`config.mk`:
```
export PLATFORM = sky130hd
export DESIGN_NAME = div_result_collector
export DESIGN_NICKNAME = d
export VERILOG_FILES = /design/src/rtl/div_result_collector.sv
export SDC_FILE = /design/constraint.sdc
export NUM_CORES = 1
export LEC_CHECK = 0
export CORE_MARGIN = 2
export CORE_UTILIZATION = 42
export DETAILED_ROUTE_END_ITERATION = 12
export GPL_TIMING_DRIVEN = 0
export PLACE_DENSITY = 0.86
export SYNTH_ARGS = -nofsm -noshare
export SYNTH_HDL_FRONTEND = slang
export SYNTH_SLANG_ARGS = --single-unit
```
`constraint.sdc`:
```
create_clock -name clk -period 2 [get_ports clk]
set_input_delay 0.4 -clock clk [delete_from_list [all_inputs] [get_ports clk]]
set_output_delay 0.4 -clock clk [all_outputs]
set_load 0.005 [all_outputs]
```
`src/rtl/div_result_collector.sv`:
```
// div_result_collector: assembles divider step results into quotient/remainder and presents them on valid/ready.
//   params: W operand width and number of steps per division
//   in:  clk, rst (sync, active-high), start, start_dividend[W], start_dz,
//        step_valid, step_q, step_r[W], res_ready
//   out: res_valid, quotient[W], remainder[W], dz_err, busy
module div_result_collector #(
   parameter int W = 4
) (
   input  logic         clk,
   input  logic         rst,
   input  logic         start,
   input  logic [W-1:0] start_dividend,
   input  logic         start_dz,
   input  logic         step_valid,
   input  logic         step_q,
   input  logic [W-1:0] step_r,
   output logic         res_valid,
   input  logic         res_ready,
   output logic [W-1:0] quotient,
   output logic [W-1:0] remainder,
   output logic         dz_err,
   output logic         busy
);
   localparam int CW = $clog2(W + 1);
   typedef enum logic [1:0] {IDLE, COLLECT, HOLD} state_t;
   state_t state, state_nx;
   logic [CW-1:0] cnt;
   logic go, last;
   // a start in HOLD only counts when the pending result is taken in the same cycle
   always_comb begin
      go = start && (state != HOLD || res_ready);
      last = state == COLLECT && step_valid && cnt == CW'(W - 1);
      state_nx = go ? (start_dz ? HOLD : COLLECT) : last ? HOLD : (state == HOLD && res_ready) ? IDLE : state;
   end
   always_ff @(posedge clk)
      if (rst) state <= IDLE;
      else state <= state_nx;
   always_ff @(posedge clk)
      if (rst) begin
         quotient <= '0;
         remainder <= '0;
         dz_err <= 1'b0;
         cnt <= '0;
      end else if (go) begin
         quotient <= start_dz ? '1 : '0;
         remainder <= start_dz ? start_dividend : '0;
         dz_err <= start_dz;
         cnt <= '0;
      end else if (state == COLLECT && step_valid) begin
         quotient <= {quotient[W-2:0], step_q};
         remainder <= step_r;
         cnt <= cnt + 1'b1;
      end
   assign res_valid = state == HOLD;
   assign busy = state == COLLECT;
endmodule

```
---- After elaboration in Yosys (flattened, before gate mapping) ----
Cells that the tools add are included.
operators by class
  $add $sub $neg .......................... 1
  multiply operators ...................... 0
  div/mod/pow operators ................... 0
  magnitude comparators ................... 0
  equal/unequal tests ..................... 4
  shift-type cells ........................ 0
  multiplexer cells ....................... 10
  bitwise gates (word level) .............. 0
  reductions and logical operators ........ 8
operators with widths
  operator             count
  $mux 4               6
  $mux 2               4
  $logic_and 1x1->1    4
  $add 3x1->3 const B  1
  $eq 3x2->1 const B   1
  $reduce_bool 3->1    1
  $eq 2x1->1 const B   1
  $eq 2x2->1 const B   1
  $ne 2x2->1 const B   1
  $reduce_bool 2->1    1
  $reduce_or 2->1      1
  $logic_or 1x1->1     1
word-level totals
  register bits after elaboration ......... 14
  latch bits .............................. 0
  bits in writable memories ............... 0
  memory bits (read-only) ................. 0
  output and inout bits ................... 11
  word-level logic and storage cells ...... 28
  memories kept ........................... 0

---- Longest topological paths before layout ----
Gate-level depths: netlist of the first run.
  word-level depth ........................ 5
  mapped depth ............................ 6
  mapped depth without buffers ............ 6

---- Worst setup path after synthesis of the first run ----
OpenSTA, ideal clock, no wires.
  path kind ............................... register to register
  start point ............................. register state[1]
  end point ............................... register remainder[0]
  arrival ................................. 1.343 ns
  required time ........................... 1.868 ns
  slack ................................... 0.524 ns
  stages on the path, launching flop included .. 6
  clock period less this slack ............ 1.476 ns
  cells stage by stage .................... dfxtp_1 -> or3b_4 -> and3_4 -> buf_6 -> a22oi_1 -> a21oi_1
on the way
  word-level cells in the longest chain between the ends .. 4
  elaborated cells between the ends (all ways) .. 7
RTL lines
  element                                      RTL line  source
  start: declaration                           26        state_t state, state_nx;
  start signal: assignment                     37        else state <= state_nx;
  $ne 2x2->1                                   31        go = start && (state != HOLD || res_ready);
  $logic_or 1x1->1                             31
  $logic_and 1x1->1                            31
  $mux 4 or $reduce_bool 2->1 (tied branches)  --
  end signal: assignment                       46        remainder <= start_dz ? start_dividend : '0;
  end signal: assignment                       51        remainder <= step_r;
  end: declaration                             20        output logic [W-1:0] remainder,
Parallel ways exist; a longest one is shown, timed or not.
A chain may end at the register's enable or synchronous reset.

---- Worst setup path in the final report of the first run ----
  start point ............................. register state[0]
  end point ............................... output port busy
on the way
  word-level cells in the longest chain between the ends .. 1
RTL lines
  element           RTL line  source
  $eq 2x1->1        55        assign busy = state == COLLECT;
  end: declaration  22        output logic busy
No other way between the ends.

==> flow_summary_export.csv, run 1 <==
group,metric,value,unit
clock_tree,cts_buffers,3,
finish,fill_cells,145,
routing,drc,0,
logic_synthesis,ys_warn_count,0,
timing,tightest_slew,0.613,ns
global_route,grt_max_degree,11,
worst_hold_path,hold_path_depth,2,
clock_tree,post_cts_buffers,0,
placed_design,dp_slack,-0.0604,ns
floorplanning,die_area,0.00202,mm2
pwr,combPwrFrac,20.9,%
clock_tree,clk_latency,0.28,ns
finish,nets,128,
clock_tree,clock-root-buffer,"clkbuf_4",
routing,wl,1720,um
pwr,intPower,486,uW
placed_design,dp_hpwl,1290,um
timing,fmax,535,MHz
finish,antenna_cells,0,
pwr,power,651,uW
routing,vias_per_cell,5.72,
worst_setup_path,cp.arrival,1.47,ns
routing,drt-initial-drc-count,14,
routing,drt_first_pass_iters,4,
global_route,grt-ovfl-total,0,
timing,period_needed,1.87,ns
logic_synthesis,synthArstFlopShare,0,%
pwr,power.leakage,0.376,nW
flow_run,cap_viol_max_count,0,
finish,drive_gt1_share,7.27,%
timing,setup_viol,0,
worst_setup_path,reg2reg_slack,0.34,ns
worst_setup_path,path_max_fanout,8,
clock_tree,clock-sinks,14,
worst_hold_path,hp-class,"reg -> reg",
floorplanning,die_h,44.9,um
clock_tree,ctsHoldBuffers,0,
finish,fin_util,65.5,%
clock_tree,cts_tree,"built",
logic_synthesis,ys_ff_latch,14,
timing,hold_viol,0,
timing,fin_crit_sh,93.4,%
worst_setup_path,timing.rr.start,"state[1]$_SDFFE_PP0P_",
logic_synthesis,synth.area.top_cells,"dfxtp_1, a21oi_1, nor3_1",
pwr,swShare,25.3,%
routing,drtAntennaViolNets,0,
worst_hold_path,holdPathEnd,"remainder[3]$_SDFFE_PP0P_",
floorplanning,core,0.00154,mm2
placed_design,place.gp.congestion,0.783,
worst_setup_path,setup.worst_path.class,"reg -> out",
timing,setup_ws,0.132,ns
timing,finalMaxSlewViolations,0,
floorplanning,pin_count,26,
worst_setup_path,cp.required,1.60,ns
worst_setup_path,r2r_cells,5,
logic_synthesis,synth_cell_types,31,
routing,vias,721,
pwr,power.switching,165,uW
timing,rsz0062_at_grt,"no",
timing,skew,0.00216,ns
global_route,grt.total_usage,19.4,%
outcome,status,"finished, final reports clean",
finish,multi_input_area,397,um2
floorplanning,initial_core_util,45.6,%
pwr,p_seq_share,47.3,%
logic_synthesis,yosys_most_used_dff,"dfxtp_1",
pwr,powerDensity,645,mW/mm2
logic_synthesis,syn_nets,98,
logic_synthesis,syn_area,703,um2
clock_tree,h-tree-depth,1,
logic_synthesis,avgSynthCellArea,8.68,um2
logic_synthesis,seq_area_frac_synth,39.9,%
routing,wire_per_inst,13.6,um
floorplanning,fp.dieW,44.9,um
timing,relSlewSlack,58.7,%
clock_tree,cts_resized,0,
worst_hold_path,holdCritStartpoint,"remainder[3]$_SDFFE_PP0P_",
logic_synthesis,yosysTopAreaCellShare,39.9,%
pwr,clock_power_share,31.8,%
placed_design,post_dp_cell_area,973,um2
worst_setup_path,r2r-end,"remainder[2]$_SDFFE_PP0P_",
global_route,antenna_found_initial,0,
finish,seqCellArea,280,um2
worst_setup_path,critPathLaunchType,"register",
pwr,vdd_drop_max,0.411,mV
logic_synthesis,synth_edf_count,0,
finish,area_delta_synth_final,43.6,%
global_route,first_global_vias,698,
clock_tree,path_clk_slew,0.09,ns
logic_synthesis,netlist_instances,81,
finish,design_area,0.00101,mm2
clock_tree,clockBufferDepth,2,
floorplanning,rows,14,
logic_synthesis,synth_top_cell_by_area,"dfxtp_1",
worst_setup_path,crit_path_end_kind,"output pin",
placed_design,place.port_buffers,25,
global_route,grt_pass1_wl,2780,um
layout by cell type (no fill, tap or decap), types with 3 or more instances in the layout:
master,count
nand3_1,4
nor3_1,7
a21oi_1,12
a211oi_1,4
and3_1,3
dfxtp_1,14
nor2_1,4
clkdlybuf4s50_1,25
clkbuf_4,3
state kept, by name, summed over array words and instances, names as in the netlist:
| signal | cells |
|---|---|
| quotient | 4 |
| cnt | 3 |
| state | 2 |
| remainder | 4 |
| dz_err | 1 |
power groups by stage:
stage / clock, mW / combinational [mW] / sequential, mW
after floorplan: 0 / 0.0616 / 0.313
after CTS: 0.213 / 0.136 / 0.308
final: 0.207 / 0.136 / 0.308
after global placement: 0 / 0.132 / 0.313
after global routing: 0.219 / 0.150 / 0.310
after detailed placement: 0 / 0.135 / 0.314
worst max-delay path by stage:
stage / startpoint / to / depth (start not counted) / slack (ns)
CTS: state[0]$_SDFFE_PP0P_ / busy / 3 / 0.14
finish: state[0]$_SDFFE_PP0P_ / busy / 3 / 0.13
global route: step_valid / quotient[2]$_SDFFE_PP0P_ / 5 / 0.04
global placement: step_valid / quotient[0]$_SDFFE_PP0P_ / 5 / 0.0003
detailed placement: step_valid / quotient[2]$_SDFFE_PP0P_ / 5 / -0.06
floorplan: state[1]$_SDFFE_PP0P_ / remainder[0]$_SDFFE_PP0P_ / 5 / 0.52
routing by layer:
| layer | up-vias | global-route usage (%) | part of all wire (%) |
|---|---|---|---|
| met2 | 18 | 32.5 | 48 |
| met4 | 0 | 17.1 | 3.8 |
| met1 | 336 | 21.0 | 45 |
| met5 | - | 0 | 0 |
| li1 | 361 | - | - |
| met3 | 6 | 2.80 | 2.8 |
stage by stage:
step           setup TNS (ns)  hold slack [ns]  instances
3_5_place_dp           -0.188            0.460        122
2_1_floorplan               0            0.460         81
6_report                    0            0.480        126
3_3_place_gp                0            0.459        122
4_1_cts                     0            0.475        126
5_1_grt                     0            0.490        126
cell families (layout without fill, tap and decap cells):
kind of cell | after synthesis | count (layout) | share of synthesized area, %
simple gates | 30 | 30 | 24.9
compound gates | 28 | 28 | 25.3
flops | 14 | 14 | 39.9
buf+inv | 5 | 34 | 3.74
fa+ha+maj | 2 | 2 | 3.56
xor+xnor | 1 | 1 | 1.25
mux | 1 | 1 | 1.42
critical path, stage by stage, from the launching register on:
cell             delay (ns)
dfxtp_1                0.46
inv_1                  0.11
nor2_1                 0.11
clkdlybuf4s50_1        0.50
cell type report:
type / count / area share (%)
Tap cell: 16 / 1.98
Buffer: 3 / 1.86
Timing Repair Buffer: 25 / 24.8
Inverter: 2 / 0.743
Multi-Input combinational cell: 62 / 39.3
Sequential cell: 14 / 27.8
Clock buffer: 4 / 3.59
synthesized netlist by cell type (2+ instances only):
master,n
inv_1,2
a22oi_1,2
nor2_1,4
o21ai_1,2
ha_1,2
nand3_1,4
nor3_1,7
nor2b_1,2
clkbuf_1,2
and2_1,2
a21boi_1,2
and3_1,3
nand2_1,2
dfxtp_1,14
a211oi_1,4
a21oi_1,12
Power figures use the tool's default switching activity.
==> run 2, diff against run 1 <==
CORE_MARGIN = 3   (was 2)
==> run 2 against run 1 <==
Net effect:
- count of clock-buffer cells in the layout down 1
- cell area down 1.2%
- largest cell class unchanged
- largest power group unchanged
- register-to-register slack about the same
- non-clock buffer count unchanged
- final cell count down 0.79%
==> flow_summary_export.csv, run 2 (synthesis gave the netlist of run 1 again) <==
group,metric,value,unit
worst_hold_path,hp-class,"reg -> reg",
worst_setup_path,setup.worst_path.class,"reg -> out",
placed_design,dp_slack,-0.0476,ns
clock_tree,clock-root-buffer,"clkbuf_4",
floorplanning,rows,14,
finish,top_regs,"quotient: 4 flops, remainder: 4 flops, cnt: 3 flops",
clock_tree,h-tree-depth,1,
worst_setup_path,crit_path_end_kind,"output pin",
global_route,grt.total_usage,16.7,%
timing,tightest_slew,0.551,ns
routing,drt_first_pass_iters,5,
pwr,p_seq_share,50.7,%
clock_tree,path_clk_slew,0.08,ns
pwr,vdd_drop_max,0.380,mV
pwr,powerDensity,609,mW/mm2
worst_setup_path,critPathLaunchType,"register",
timing,holdWs,0.475,ns
floorplanning,pin_count,26,
clock_tree,cts_resized,0,
routing,vias,703,
routing,wire_per_inst,13.9,um
floorplanning,initial_core_util,45.6,%
placed_design,place.gp.congestion,0.842,
pwr,intPower,445,uW
worst_setup_path,cp.arrival,1.41,ns
finish,mostFrequentLayoutCells,"clkdlybuf4s50_1, dfxtp_1, a21oi_1, nor3_1",
pwr,swShare,26.7,%
finish,fin_util,64.7,%
outcome,status,"finished, final reports clean",
pwr,combPwrFrac,22.6,%
finish,area_delta_synth_final,41.8,%
routing,wl,1740,um
clock_tree,ctsHoldBuffers,0,
timing,fin_crit_sh,90.4,%
global_route,grt_max_degree,11,
placed_design,dp_hpwl,1290,um
global_route,grt-ovfl-total,0,
worst_setup_path,path_max_fanout,8,
timing,rsz0062_at_grt,"no",
pwr,power.switching,162,uW
finish,fill_cells,139,
floorplanning,die_h,46.9,um
routing,drt-initial-drc-count,8,
timing,hold_viol,0,
pwr,power.leakage,0.369,nW
finish,drive_gt1_share,7.34,%
global_route,first_global_vias,636,
finish,nets,128,
global_route,grt_pass1_wl,2650,um
floorplanning,die_area,0.00220,mm2
finish,antenna_cells,0,
floorplanning,fp.dieW,46.9,um
clock_tree,clk_latency,0.28,ns
clock_tree,clockBufferDepth,2,
clock_tree,post_cts_buffers,0,
clock_tree,cts_buffers,3,
worst_setup_path,cp.required,1.60,ns
timing,setup_viol,0,
finish,final_common_cell,"clkdlybuf4s50_1",
timing,fmax,553,MHz
clock_tree,cts_tree,"built",
routing,drtAntennaViolNets,0,
pwr,clock_power_share,26.7,%
flow_run,cap_viol_max_count,0,
timing,relSlewSlack,62.9,%
timing,skew,0.00350,ns
timing,finalMaxSlewViolations,0,
routing,vias_per_cell,5.62,
global_route,antenna_found_initial,0,
clock_tree,clock-sinks,14,
timing,setup_ws,0.192,ns
timing,period_needed,1.81,ns
pwr,power,607,uW
routing,drc,0,
floorplanning,core,0.00154,mm2
placed_design,place.port_buffers,25,
==> run 2: final timing paths <==
kind	start	cells past startpoint	endpoint	slack (ns)
hold / removal	remainder[1]$_SDFFE_PP0P_	2	remainder[1]$_SDFFE_PP0P_	0.47
setup / recovery	state[1]$_SDFFE_PP0P_	2	res_valid	0.19
setup reg to reg	state[1]$_SDFFE_PP0P_	5	remainder[2]$_SDFFE_PP0P_	0.35
hold reg to reg	remainder[1]$_SDFFE_PP0P_	2	remainder[1]$_SDFFE_PP0P_	0.47
==> run 2: per-stage QoR <==
| step | cells | setup TNS (ns) | instance area, um2 |
|---|---|---|---|
| after floorplan | 81 | 0 | 703 |
| after global placement | 122 | 0 | 973 |
| after detailed placement | 122 | -0.150 | 973 |
| after CTS | 125 | 0 | 996 |
| after global routing | 125 | 0 | 997 |
| final | 125 | 0 | 997 |
==> run 2: power by group through the flow <==
stage,clock network (mW),logic (mW),registers [mW]
6_report,0.162,0.137,0.308
5_1_grt,0.169,0.150,0.310
4_1_cts,0.163,0.137,0.308
3_5_place_dp,0,0.136,0.314
3_3_place_gp,0,0.133,0.313
2_1_floorplan,0,0.0616,0.313
==> run 2: area by class of cell <==
cell class | count | area (um2) | share of cell area (%)
well taps | 16 | 20.0 | 2.01
plain buffers | 3 | 18.8 | 1.88
repair buffers | 25 | 250 | 25.1
inverters | 2 | 7.51 | 0.753
flip-flops and latches | 14 | 282 | 28.2
clock buffers | 3 | 22.5 | 2.26
multi-input cells | 62 | 397 | 39.8
==> run 2: worst max-delay path: stages, from the launching register on <==
cell	delay (ns)
dfxtp_1	0.46
nor2b_1	0.16
clkdlybuf4s50_1	0.50
==> run 2: layer usage <==
layer	vias to the layer above	GRT usage [%]	routed length, um
met4	0	8.29	26
met5	-	0	0
met2	19	26.6	872
met3	3	3.45	84
met1	320	21.4	754
li1	361	-	-
==> run 3, diff against run 2 <==
--- a/config.mk
+++ b/config.mk
@@ -7,7 +7,10 @@
 export LEC_CHECK = 0
+export CELL_PAD_IN_SITES_DETAIL_PLACEMENT = 2
+export CELL_PAD_IN_SITES_GLOBAL_PLACEMENT = 2
+export CORE_ASPECT_RATIO = 1.25
 export CORE_MARGIN = 3
-export CORE_UTILIZATION = 42
+export CORE_UTILIZATION = 24
 export DETAILED_ROUTE_END_ITERATION = 12
 export GPL_TIMING_DRIVEN = 0
-export PLACE_DENSITY = 0.86
+export PLACE_DENSITY = 0.87
 export SYNTH_ARGS = -nofsm -noshare
==> constraint.sdc (replaced) <==
create_clock -name clk -period 2 [get_ports clk]
set_input_delay 0.6 -clock clk [delete_from_list [all_inputs] [get_ports clk]]
set_output_delay 0.6 -clock clk [all_outputs]
set_load 0.005 [all_outputs]
==> run 3 against run 2 <==
Net effect:
- count of clock-buffer cells in the layout is the same
- clock skew grew 0.0075 ns
- register-to-register slack is essentially flat
- non-clock buffer count grew 1
- cell area grew 4.9%
- clock power grew 2%
- critical path depth is the same
- fmax shrank 5.9%
- via count grew 7.0%
- utilization shrank 26 points
- global-route usage shrank 3.0 points
- sequential power is essentially flat
- critical path type unchanged
- highest routed layer unchanged
==> flow_summary_export.csv, run 3 (synthesis gave the netlist of run 1 again) <==
group,metric,value,unit
placed_design,post_dp_cell_area,996,um2
worst_hold_path,hp-class,"reg -> reg",
global_route,grt.total_usage,13.8,%
worst_setup_path,critPathLaunchType,"register",
pwr,power.leakage,0.379,nW
routing,wire_per_inst,15.4,um
timing,tightest_slew,0.480,ns
pwr,vdd_drop_max,0.201,mV
timing,skew,0.0110,ns
outcome,status,"finished, final reports clean",
finish,top_regs,"quotient: 4 flops, remainder: 4 flops, cnt: 3 flops",
routing,drt-initial-drc-count,6,
finish,area_delta_synth_final,48.8,%
finish,fill_cells,333,
clock_tree,cts_buffers,3,
routing,drtAntennaViolNets,0,
finish,post_layout_nonfiller_instances,144,
finish,antenna_cells,0,
timing,holdWs,0.481,ns
flow_run,cap_viol_max_count,0,
timing,rsz0062_at_grt,"no",
routing,drc,0,
placed_design,dp_slack,-0.388,ns
worst_setup_path,path_max_fanout,8,
floorplanning,rows,21,
routing,vias,752,
clock_tree,clk_latency,0.29,ns
timing,fmax,520,MHz
worst_setup_path,crit_path_end_kind,"output pin",
clock_tree,clock-sinks,14,
timing,finalSetupTns,0,ns
clock_tree,ctsHoldBuffers,0,
timing,fin_crit_sh,96.1,%
floorplanning,die_area,0.00362,mm2
finish,design_area,0.00105,mm2
placed_design,place.gp.congestion,0.724,
global_route,first_global_vias,809,
pwr,powerDensity,591,mW/mm2
global_route,grt_max_degree,11,
placed_design,dp.cells,140,
worst_setup_path,cp.required,1.40,ns
finish,fin_util,38.3,%
finish,mostFrequentLayoutCells,"clkdlybuf4s50_1, a21oi_1, dfxtp_1, nor3_1",
pwr,power,618,uW
floorplanning,fp.dieW,54.4,um
worst_setup_path,cp.arrival,1.32,ns
finish,final_common_cell,"clkdlybuf4s50_1",
clock_tree,clockBufferDepth,2,
finish,multi_input_area,408,um2
timing,setup_viol,0,
floorplanning,pin_count,26,
clock_tree,cts_tree,"built",
floorplanning,initial_core_util,25.7,%
clock_tree,clock-root-buffer,"clkbuf_4",
timing,setup_ws,0.0785,ns
floorplanning,die_h,66.5,um
timing,finalMaxSlewViolations,0,
timing,relSlewSlack,68.0,%
placed_design,place.port_buffers,25,
global_route,grt-ovfl-total,0,
worst_setup_path,setup.worst_path.class,"reg -> out",
clock_tree,h-tree-depth,1,
global_route,antenna_found_initial,0,
clock_tree,path_clk_slew,0.09,ns
routing,drt_first_pass_iters,2,
finish,seqCellArea,288,um2
finish,drive_gt1_share,11.8,%
floorplanning,core,0.00273,mm2
routing,vias_per_cell,5.22,
finish,nets,129,
timing,period_needed,1.92,ns
global_route,grt_pass1_wl,3590,um
timing,hold_viol,0,
routing,wl,2220,um
==> run 3: timing repair <==
action                     CTS  global route
setup endpoints to repair    6             9
buffers inserted             0             1
resized for setup            4             5
==> run 3: where the power goes <==
part | internal (mW) | total [mW] | switching, mW
Sequential | 0.294 | 0.306 | 0.0121
Clock | 0.0699 | 0.166 | 0.0958
Combinational | 0.0835 | 0.146 | 0.0630
Total | 0.447 | 0.618 | 0.171
==> run 3: critical path: stages (launching register included) <==
cell and delay (ns):
dfxtp_4 0.39, nor2b_1 0.15, clkdlybuf4s50_1 0.51
==> run 3: area by class of cell <==
cell class	count	share of cell area, %
Timing Repair Buffer	26	24.6
Tap cell	34	4.07
Sequential cell	14	27.5
Buffer	3	1.91
Multi-Input combinational cell	62	39.0
Inverter	2	0.718
Clock buffer	3	2.15
==> run 3: worst paths after layout <==
check	startpoint	endpoint	slack, ns	depth (start not counted)
setup / recovery	state[1]$_SDFFE_PP0P_	res_valid	0.08	2
hold / removal	remainder[3]$_SDFFE_PP0P_	remainder[3]$_SDFFE_PP0P_	0.48	2
setup reg to reg	state[0]$_SDFFE_PP0P_	remainder[2]$_SDFFE_PP0P_	0.34	6
hold reg to reg	remainder[3]$_SDFFE_PP0P_	remainder[3]$_SDFFE_PP0P_	0.48	2
==> run 3: metal layers <==
metal / wire length [um] / global-route usage [%]
met4: 46 / 6.54
met5: 0 / 0
met1: 884 / 12.7
met3: 64 / 2.01
met2: 1230 / 27.4
